[src/rtl/md5_pkg.sv]
// Shared constants, helpers and TX state encoding for the MD5 match sink.
// The message length is fixed by the 152-bit message ports.
package md5_pkg;

    localparam logic [31:0] A0 = 32'h67452301;
    localparam logic [31:0] B0 = 32'hefcdab89;
    localparam logic [31:0] C0 = 32'h98badcfe;
    localparam logic [31:0] D0 = 32'h10325476;

    localparam int MSG_BYTES = 19;
    localparam int MSG_W     = 8 * MSG_BYTES;

    typedef enum logic {
        TX_IDLE = 1'b0,
        TX_SEND = 1'b1
    } tx_state_t;

    function automatic logic [31:0] bswap32(input logic [31:0] x);
        return {x[7:0], x[15:8], x[23:16], x[31:24]};
    endfunction

endpackage

[src/rtl/msg_fifo.sv]
// Synchronous FIFO for matched messages. A pop on a full FIFO frees the slot
// in the same cycle, so a simultaneous push is accepted.
module msg_fifo #(
    parameter int WIDTH = 152,
    parameter int DEPTH = 4
) (
    input  logic             clk,
    input  logic             reset,
    input  logic             push,
    input  logic [WIDTH-1:0] wr_data,
    input  logic             pop,
    output logic [WIDTH-1:0] rd_data,
    output logic             full,
    output logic             empty
);
    localparam int AW = $clog2(DEPTH);
    localparam logic [AW:0] FULL_CNT = (AW+1)'(DEPTH);

    logic [WIDTH-1:0] r_mem [DEPTH];
    logic [AW-1:0]    r_wr_ptr;
    logic [AW-1:0]    r_rd_ptr;
    logic [AW:0]      r_count;

    logic w_do_pop;
    logic w_do_push;

    assign empty     = (r_count == '0);
    assign full      = (r_count == FULL_CNT);
    assign w_do_pop  = pop && !empty;
    assign w_do_push = push && (!full || w_do_pop);
    assign rd_data   = r_mem[r_rd_ptr];

    always_ff @(posedge clk or posedge reset) begin
        if (reset) begin
            r_wr_ptr <= '0;
            r_rd_ptr <= '0;
            r_count  <= '0;
        end else begin
            if (w_do_push) r_wr_ptr <= r_wr_ptr + AW'(1);
            if (w_do_pop)  r_rd_ptr <= r_rd_ptr + AW'(1);
            case ({w_do_push, w_do_pop})
                2'b10:   r_count <= r_count + (AW+1)'(1);
                2'b01:   r_count <= r_count - (AW+1)'(1);
                default: r_count <= r_count;
            endcase
        end
    end

    always_ff @(posedge clk) begin
        if (w_do_push) r_mem[r_wr_ptr] <= wr_data;
    end

endmodule

[src/rtl/md5_match_sink.sv]
// Final MD5 stage: adds the IVs, compares the digest to the target, queues
// matching messages and streams them out one byte at a time.
module md5_match_sink
    import md5_pkg::*;
#(
    parameter int FIFO_DEPTH = 4
) (
    input  logic         clk,
    input  logic         reset,
    input  logic [31:0]  a_in,
    input  logic [31:0]  b_in,
    input  logic [31:0]  c_in,
    input  logic [31:0]  d_in,
    input  logic [151:0] m_in,
    input  logic         valid_in,
    input  logic [127:0] target_hash,
    output logic [7:0]   tx_data,
    output logic         tx_valid,
    input  logic         tx_ready,
    output logic         match_pulse,
    output logic         overflow,
    output logic [31:0]  hash_count,
    input  logic         clear,
    output logic [0:0]   tx_state_dbg
);
    // Handshake: a byte moves when tx_valid && tx_ready at a rising edge;
    // tx_data/tx_valid hold while tx_valid && !tx_ready. No input backpressure.
    localparam logic [4:0] LAST_IDX = 5'(MSG_BYTES - 1);

    logic             r_valid_s1;
    logic [31:0]      r_a, r_b, r_c, r_d;
    logic [MSG_W-1:0] r_m_s1;
    logic             r_hit_s2;
    logic [MSG_W-1:0] r_m_s2;
    logic [31:0]      r_hash_count;
    logic             r_overflow;

    tx_state_t        r_state;
    logic [MSG_W-1:0] r_shift;
    logic [4:0]       r_byte_idx;
    logic             r_tx_valid;

    logic [127:0]     w_digest;
    logic             w_hit;
    logic             w_pop;
    logic             w_full;
    logic             w_empty;
    logic             w_drop;
    logic [MSG_W-1:0] w_head;

    assign w_digest = {bswap32(r_a), bswap32(r_b), bswap32(r_c), bswap32(r_d)};
    assign w_hit    = r_valid_s1 && (w_digest == target_hash);
    assign w_pop    = (r_state == TX_SEND) && tx_ready && (r_byte_idx == LAST_IDX);
    assign w_drop   = r_hit_s2 && w_full && !w_pop;

    always_ff @(posedge clk or posedge reset) begin
        if (reset) begin
            r_valid_s1 <= 1'b0;
            r_a        <= '0;
            r_b        <= '0;
            r_c        <= '0;
            r_d        <= '0;
            r_m_s1     <= '0;
            r_hit_s2   <= 1'b0;
            r_m_s2     <= '0;
        end else begin
            r_valid_s1 <= valid_in;
            if (valid_in) begin
                r_a    <= a_in + A0;
                r_b    <= b_in + B0;
                r_c    <= c_in + C0;
                r_d    <= d_in + D0;
                r_m_s1 <= m_in;
            end
            r_hit_s2 <= w_hit;
            if (w_hit) r_m_s2 <= r_m_s1;
        end
    end

    // A drop in the same cycle as clear is still recorded.
    always_ff @(posedge clk or posedge reset) begin
        if (reset) begin
            r_hash_count <= '0;
            r_overflow   <= 1'b0;
        end else begin
            if (clear)
                r_hash_count <= valid_in ? 32'd1 : 32'd0;
            else if (valid_in)
                r_hash_count <= r_hash_count + 32'd1;
            r_overflow <= w_drop || (r_overflow && !clear);
        end
    end

    msg_fifo #(
        .WIDTH (MSG_W),
        .DEPTH (FIFO_DEPTH)
    ) u_fifo (
        .clk     (clk),
        .reset   (reset),
        .push    (r_hit_s2),
        .wr_data (r_m_s2),
        .pop     (w_pop),
        .rd_data (w_head),
        .full    (w_full),
        .empty   (w_empty)
    );

    // The head entry stays in the FIFO until its last byte is accepted.
    always_ff @(posedge clk or posedge reset) begin
        if (reset) begin
            r_state    <= TX_IDLE;
            r_shift    <= '0;
            r_byte_idx <= '0;
            r_tx_valid <= 1'b0;
        end else begin
            case (r_state)
                TX_IDLE: begin
                    if (!w_empty) begin
                        r_shift    <= w_head;
                        r_byte_idx <= '0;
                        r_tx_valid <= 1'b1;
                        r_state    <= TX_SEND;
                    end
                end
                TX_SEND: begin
                    if (tx_ready) begin
                        if (r_byte_idx == LAST_IDX) begin
                            r_tx_valid <= 1'b0;
                            r_state    <= TX_IDLE;
                        end else begin
                            r_shift    <= r_shift << 8;
                            r_byte_idx <= r_byte_idx + 5'd1;
                        end
                    end
                end
                default: begin
                    r_tx_valid <= 1'b0;
                    r_state    <= TX_IDLE;
                end
            endcase
        end
    end

    assign tx_data      = r_shift[MSG_W-1 -: 8];
    assign tx_valid     = r_tx_valid;
    assign match_pulse  = r_hit_s2;
    assign overflow     = r_overflow;
    assign hash_count   = r_hash_count;
    assign tx_state_dbg = r_state;

endmodule

[config.mk]
export PLATFORM = sky130hd
export DESIGN_NAME = md5_match_sink
export DESIGN_NICKNAME = d
export VERILOG_FILES = /design/src/rtl/md5_pkg.sv /design/src/rtl/msg_fifo.sv /design/src/rtl/md5_match_sink.sv
export SDC_FILE = /design/constraint.sdc
export NUM_CORES = 2
export LEC_CHECK = 0
export BUFFER_PORTS_ARGS = -buffer_cell sky130_fd_sc_hd__buf_4
export CORE_MARGIN = 2
export CORE_UTILIZATION = 55
export CTS_CLUSTER_DIAMETER = 100
export CTS_CLUSTER_SIZE = 8
export DETAILED_ROUTE_END_ITERATION = 8
export GPL_TIMING_DRIVEN = 0
export PLACE_DENSITY = 0.73
export SYNTH_ARGS = -nofsm -noshare
export SYNTH_HDL_FRONTEND = slang
export SYNTH_SLANG_ARGS = --single-unit
[constraint.sdc]
create_clock -name clk -period 28.3 [get_ports clk]
set_clock_uncertainty 0.2 [all_clocks]
set_input_delay 2.83 -clock clk [delete_from_list [all_inputs] [get_ports clk]]
set_output_delay 2.83 -clock clk [all_outputs]
set_load 0.05 [all_outputs]
==> run_summary.xml <==
<?xml version="1.0" encoding="UTF-8"?>
<metrics>
  <group name="synth">
    <metric name="syn_inst" unit="">3338</metric>
    <metric name="synth_cell_types" unit="">63</metric>
    <metric name="synth.yosys.warnings" unit="">0</metric>
    <metric name="synth.yosys.seq_area_share" unit="%">66.91</metric>
    <metric name="ys_dominant_reg_cell" unit="">dfrtp_1</metric>
    <metric name="synthArstFlopShare" unit="%">51.01</metric>
    <metric name="post_synth_instance_area" unit="mm²">0.05096</metric>
    <metric name="postSynthAreaPerCell" unit="µm²">15.27</metric>
    <metric name="synthesis.nets" unit="">3763</metric>
    <metric name="synth-edff-count" unit="">608</metric>
    <metric name="postSynthRegisterBits" unit="">1241</metric>
  </group>
  <group name="critical_path">
    <metric name="worst_ep_arrival_time" unit="ns">6.50</metric>
    <metric name="worstPathMaxFanout" unit="">10</metric>
    <metric name="worst_setup_ep_type" unit="">register</metric>
    <metric name="timing.rr.end" unit="">u_fifo.r_mem[1][63]$_DFFE_PP_</metric>
    <metric name="required" unit="ns">28.72</metric>
    <metric name="critical_path.startpoint_type" unit="">input port</metric>
    <metric name="rr_startpoint" unit="">r_byte_idx[0]$_DFFE_PP0P_</metric>
    <metric name="worstRegToRegCells" unit="">9</metric>
    <metric name="timing_worst_setup_path_type" unit="">input port to register</metric>
    <metric name="worst-r2r-setup-slack" unit="ns">23.91</metric>
  </group>
  <group name="floorplanning">
    <metric name="floorplan.die_area" unit="mm²">0.09511</metric>
    <metric name="initial_core_util" unit="%">55.51</metric>
    <metric name="height_of_the_die" unit="µm">308.4</metric>
    <metric name="num_io_pins" unit="">457</metric>
    <metric name="coreArea" unit="mm²">0.09180</metric>
    <metric name="num_rows" unit="">111</metric>
    <metric name="chipWidth" unit="µm">308.4</metric>
  </group>
  <group name="worst_hold_path">
    <metric name="timing.hold.worst.start" unit="">r_m_s1[40]$_DFFE_PP0P_</metric>
    <metric name="min_path_cells" unit="">1</metric>
    <metric name="holdPathEnd" unit="">r_m_s2[40]$_DFFE_PP0P_</metric>
    <metric name="worst_min_delay_path_class" unit="">register to register</metric>
  </group>
  <group name="layout">
    <metric name="areaGrowthSynthToFinish" unit="%">20.92</metric>
    <metric name="final_cell_count_no_fill" unit="">5383</metric>
    <metric name="num-fill-cells" unit="">6507</metric>
    <metric name="mostFrequentLayoutCells" unit="">dfrtp_1, edfxtp_1, buf_4, nor2_1, mux2_2</metric>
    <metric name="final_layout_size_suffix_gt1_share" unit="%">27.06</metric>
    <metric name="sequential_area" unit="mm²">0.03410</metric>
    <metric name="multiInputGateArea" unit="mm²">0.01594</metric>
    <metric name="nNetsFinal" unit="">4409</metric>
    <metric name="mostFrequentLayoutCell" unit="">dfrtp_1</metric>
  </group>
  <group name="clocking">
    <metric name="clock_insertion_delay_worst_skew" unit="ns">0.78</metric>
    <metric name="tritoncts_num_sinks" unit="">1241</metric>
    <metric name="cts.reportedPaths.clkPinSlew" unit="ns">0.05</metric>
    <metric name="ctsResizeCount" unit="">0</metric>
    <metric name="cts-root-to-sink-buffers" unit="">3</metric>
    <metric name="cts.hold.buffers_added" unit="">0</metric>
    <metric name="cts-htree-levels" unit="">4</metric>
    <metric name="cts.repair_timing.setup_buffer_count" unit="">0</metric>
    <metric name="tritoncts" unit="">done</metric>
    <metric name="tritoncts.num_buffers" unit="">173</metric>
    <metric name="cts-root-buf" unit="">clkbuf_16</metric>
  </group>
  <group name="timing">
    <metric name="transition_at_the_pin_with_the_smallest_max_transition_slack" unit="ns">1.337</metric>
    <metric name="timing.final.ws_setup" unit="ns">22.22</metric>
    <metric name="unrepaired_setup_endpoints_after_global_routing" unit="">no</metric>
    <metric name="timing.final.crit_period" unit="ns">6.075</metric>
    <metric name="setup_viol_count_final" unit="">0</metric>
    <metric name="final_max_slew_violation_count" unit="">0</metric>
    <metric name="timing.slew.headroom" unit="%">10.87</metric>
    <metric name="layout_worst_path_cycle_share" unit="%">21.47</metric>
    <metric name="timing.final.hold_violations" unit="">0</metric>
    <metric name="finalSetupTns" unit="ns">0</metric>
    <metric name="fmax" unit="MHz">164.6</metric>
  </group>
  <group name="detailed_routing">
    <metric name="postRouteWirelength" unit="µm">135200</metric>
    <metric name="detail_route.first_pass.iterations" unit="">8</metric>
    <metric name="average_routed_wire_per_standard_cell" unit="µm">25.13</metric>
    <metric name="avgViaCountPerCell" unit="">5.763</metric>
    <metric name="final_antenna_net_count" unit="">0</metric>
    <metric name="detailroute.via_count" unit="">31022</metric>
    <metric name="detailedRoute.firstIterationViolations" unit="">2411</metric>
    <metric name="route.detailed.drc" unit="">0</metric>
  </group>
  <group name="place">
    <metric name="cell_count_after_placement" unit="">5052</metric>
    <metric name="numPortBuffers" unit="">453</metric>
    <metric name="dpl_worst_slack" unit="ns">21.51</metric>
    <metric name="hpwl" unit="µm">93740</metric>
    <metric name="place_congestion" unit="">0.9462</metric>
  </group>
  <group name="power_and_ir_drop">
    <metric name="cellLeakagePower" unit="µW">0.02529</metric>
    <metric name="powerDensity" unit="mW/mm²">75.43</metric>
    <metric name="p_comb_share" unit="%">12.6</metric>
    <metric name="internal_power" unit="µW">3436</metric>
    <metric name="clkPwrFrac" unit="%">41.7</metric>
    <metric name="peakVddDrop" unit="V">0.00005290</metric>
    <metric name="switching_power" unit="µW">1212</metric>
    <metric name="switching_fraction" unit="%">26.08</metric>
    <metric name="sequentialPowerShare" unit="%">45.8</metric>
  </group>
  <group name="global_route">
    <metric name="antenna_found_initial" unit="">33</metric>
    <metric name="grt_util_all_layers" unit="%">29.08</metric>
    <metric name="grt_max_degree" unit="">129</metric>
    <metric name="grt_first_pass_wirelength" unit="µm">203100</metric>
    <metric name="first_global_vias" unit="">32652</metric>
    <metric name="total_grt_overflow" unit="">0</metric>
  </group>
  <group name="run_status">
    <metric name="status" unit="">finished clean</metric>
  </group>
  <group name="flow_run">
    <metric name="max_cap_viol_count" unit="">0</metric>
  </group>
</metrics>
==> cell families (layout without fill, tap and decap cells) <==
kind of cell,after synthesis,in the layout,synth area share [%]
AOI/OAI and AO/OA,414,414,4.844
other,0,19,0
buffers and inverters,235,1018,1.871
xor gates and xnor gates,181,181,3.111
DFF,1241,1241,66.91
adders and majority gates,12,12,0.3093
muxes,647,647,17.28
and+or+nand+nor,608,608,5.676
==> cell usage after synthesis (26+ instances only) <==
master,instances,area share [%]
buf_1,29,0.21
o21ai_0,61,0.60
edfxtp_1,608,36
nor2b_1,44,0.54
mux2_1,80,1.8
nand3_1,32,0.31
dfrtp_1,633,31
clkbuf_1,105,0.77
nand2b_1,32,0.39
nand2_1,68,0.50
a21oi_1,220,2.2
nor2_1,286,2.1
xnor2_1,121,2.1
mux4_2,152,6.7
a31oi_1,26,0.32
mux2_2,263,5.8
mux2i_1,152,3.0
nand4_1,38,0.47
nor3_1,26,0.26
inv_1,75,0.55
xor2_1,60,1.0
==> per-layer routing <==
| metal | up-vias | GRT usage, % | routed length, µm |
|---|---|---|---|
| met5 | - | 0 | 204 |
| met4 | 30 | 12.55 | 5347 |
| li1 | 13745 | - | - |
| met1 | 15896 | 36.54 | 52920 |
| met3 | 295 | 7.937 | 10020 |
| met2 | 1056 | 47.67 | 66760 |
==> metrics by stage <==
| stage | power (µW) | hold WS (ns) | utilization (%) | instance area [µm²] |
|---|---|---|---|---|
| after floorplan | 2503 | 0.2584 | - | 50960 |
| after global placement | 2726 | 0.2655 | 60.91 | 55920 |
| after detailed placement | 2740 | 0.2716 | 61.45 | 56420 |
| after CTS | 4686 | 0.2808 | 67.07 | 61580 |
| after global routing | 4831 | 0.2982 | 67.12 | 61620 |
| final | 4648 | 0.2685 | 67.13 | 61620 |
==> power by group through the flow <==
stage	Sequential [µW]	Combinational, µW	Clock (µW)
floorplan	2120	384	0
finish	2130	584	1940
detailed placement	2150	585	0
global route	2140	639	2050
global placement	2160	570	0
CTS	2130	591	1970
==> worst max path at each step <==
stage               startpoint                        end  slack (ns)  cells past startpoint
2_1_floorplan            reset  hash_count[0]$_DFFE_PP0P_        7.54                      1
3_3_place_gp             reset     r_m_s2[51]$_DFFE_PP0P_       -0.29                      2
3_5_place_dp   target_hash[10]     r_m_s2[56]$_DFFE_PP0P_       21.51                     10
4_1_cts        target_hash[10]     r_m_s2[56]$_DFFE_PP0P_       22.29                     10
5_1_grt        target_hash[10]     r_m_s2[56]$_DFFE_PP0P_       22.14                     10
6_report       target_hash[10]     r_m_s2[56]$_DFFE_PP0P_       22.22                     10
==> registers in the layout, indices dropped and copies added, names as in the netlist <==
| signal | flops |
|---|---|
| r_shift | 152 |
| r_byte_idx | 5 |
| tx_valid | 1 |
| u_fifo.r_count | 3 |
| u_fifo.r_mem | 608 |
| hash_count | 32 |
| r_valid_s1 | 1 |
| match_pulse | 1 |
| r_b | 32 |
| r_d | 32 |
| u_fifo.r_wr_ptr | 2 |
| tx_state_dbg | 1 |
| r_m_s2 | 152 |
| r_a | 32 |
| u_fifo.r_rd_ptr | 2 |
| overflow | 1 |
| r_c | 32 |
| r_m_s1 | 152 |
==> critical path: stages <==
cell and delay (ns):
buf_4 0.11, xnor2_1 0.36, nand4_1 0.19, nor4_1 0.63
nand4_1 0.30, nor4_4 0.67, buf_6 0.23, buf_2 0.47
buf_4 0.32, mux2_1 0.35
==> final cells by class <==
| type | instances | area share [%] |
|---|---|---|
| Timing Repair Buffer | 471 | 6.272 |
| Buffer | 159 | 1.084 |
| Tap cell | 1243 | 2.524 |
| Sequential cell | 1241 | 55.33 |
| Inverter | 76 | 0.4751 |
| Antenna cell | 19 | 0.07716 |
| Multi-Input combinational cell | 1862 | 25.86 |
| Clock inverter | 15 | 0.5584 |
| Clock buffer | 297 | 7.815 |
Note: power is estimated with default switching activity, not from simulation.
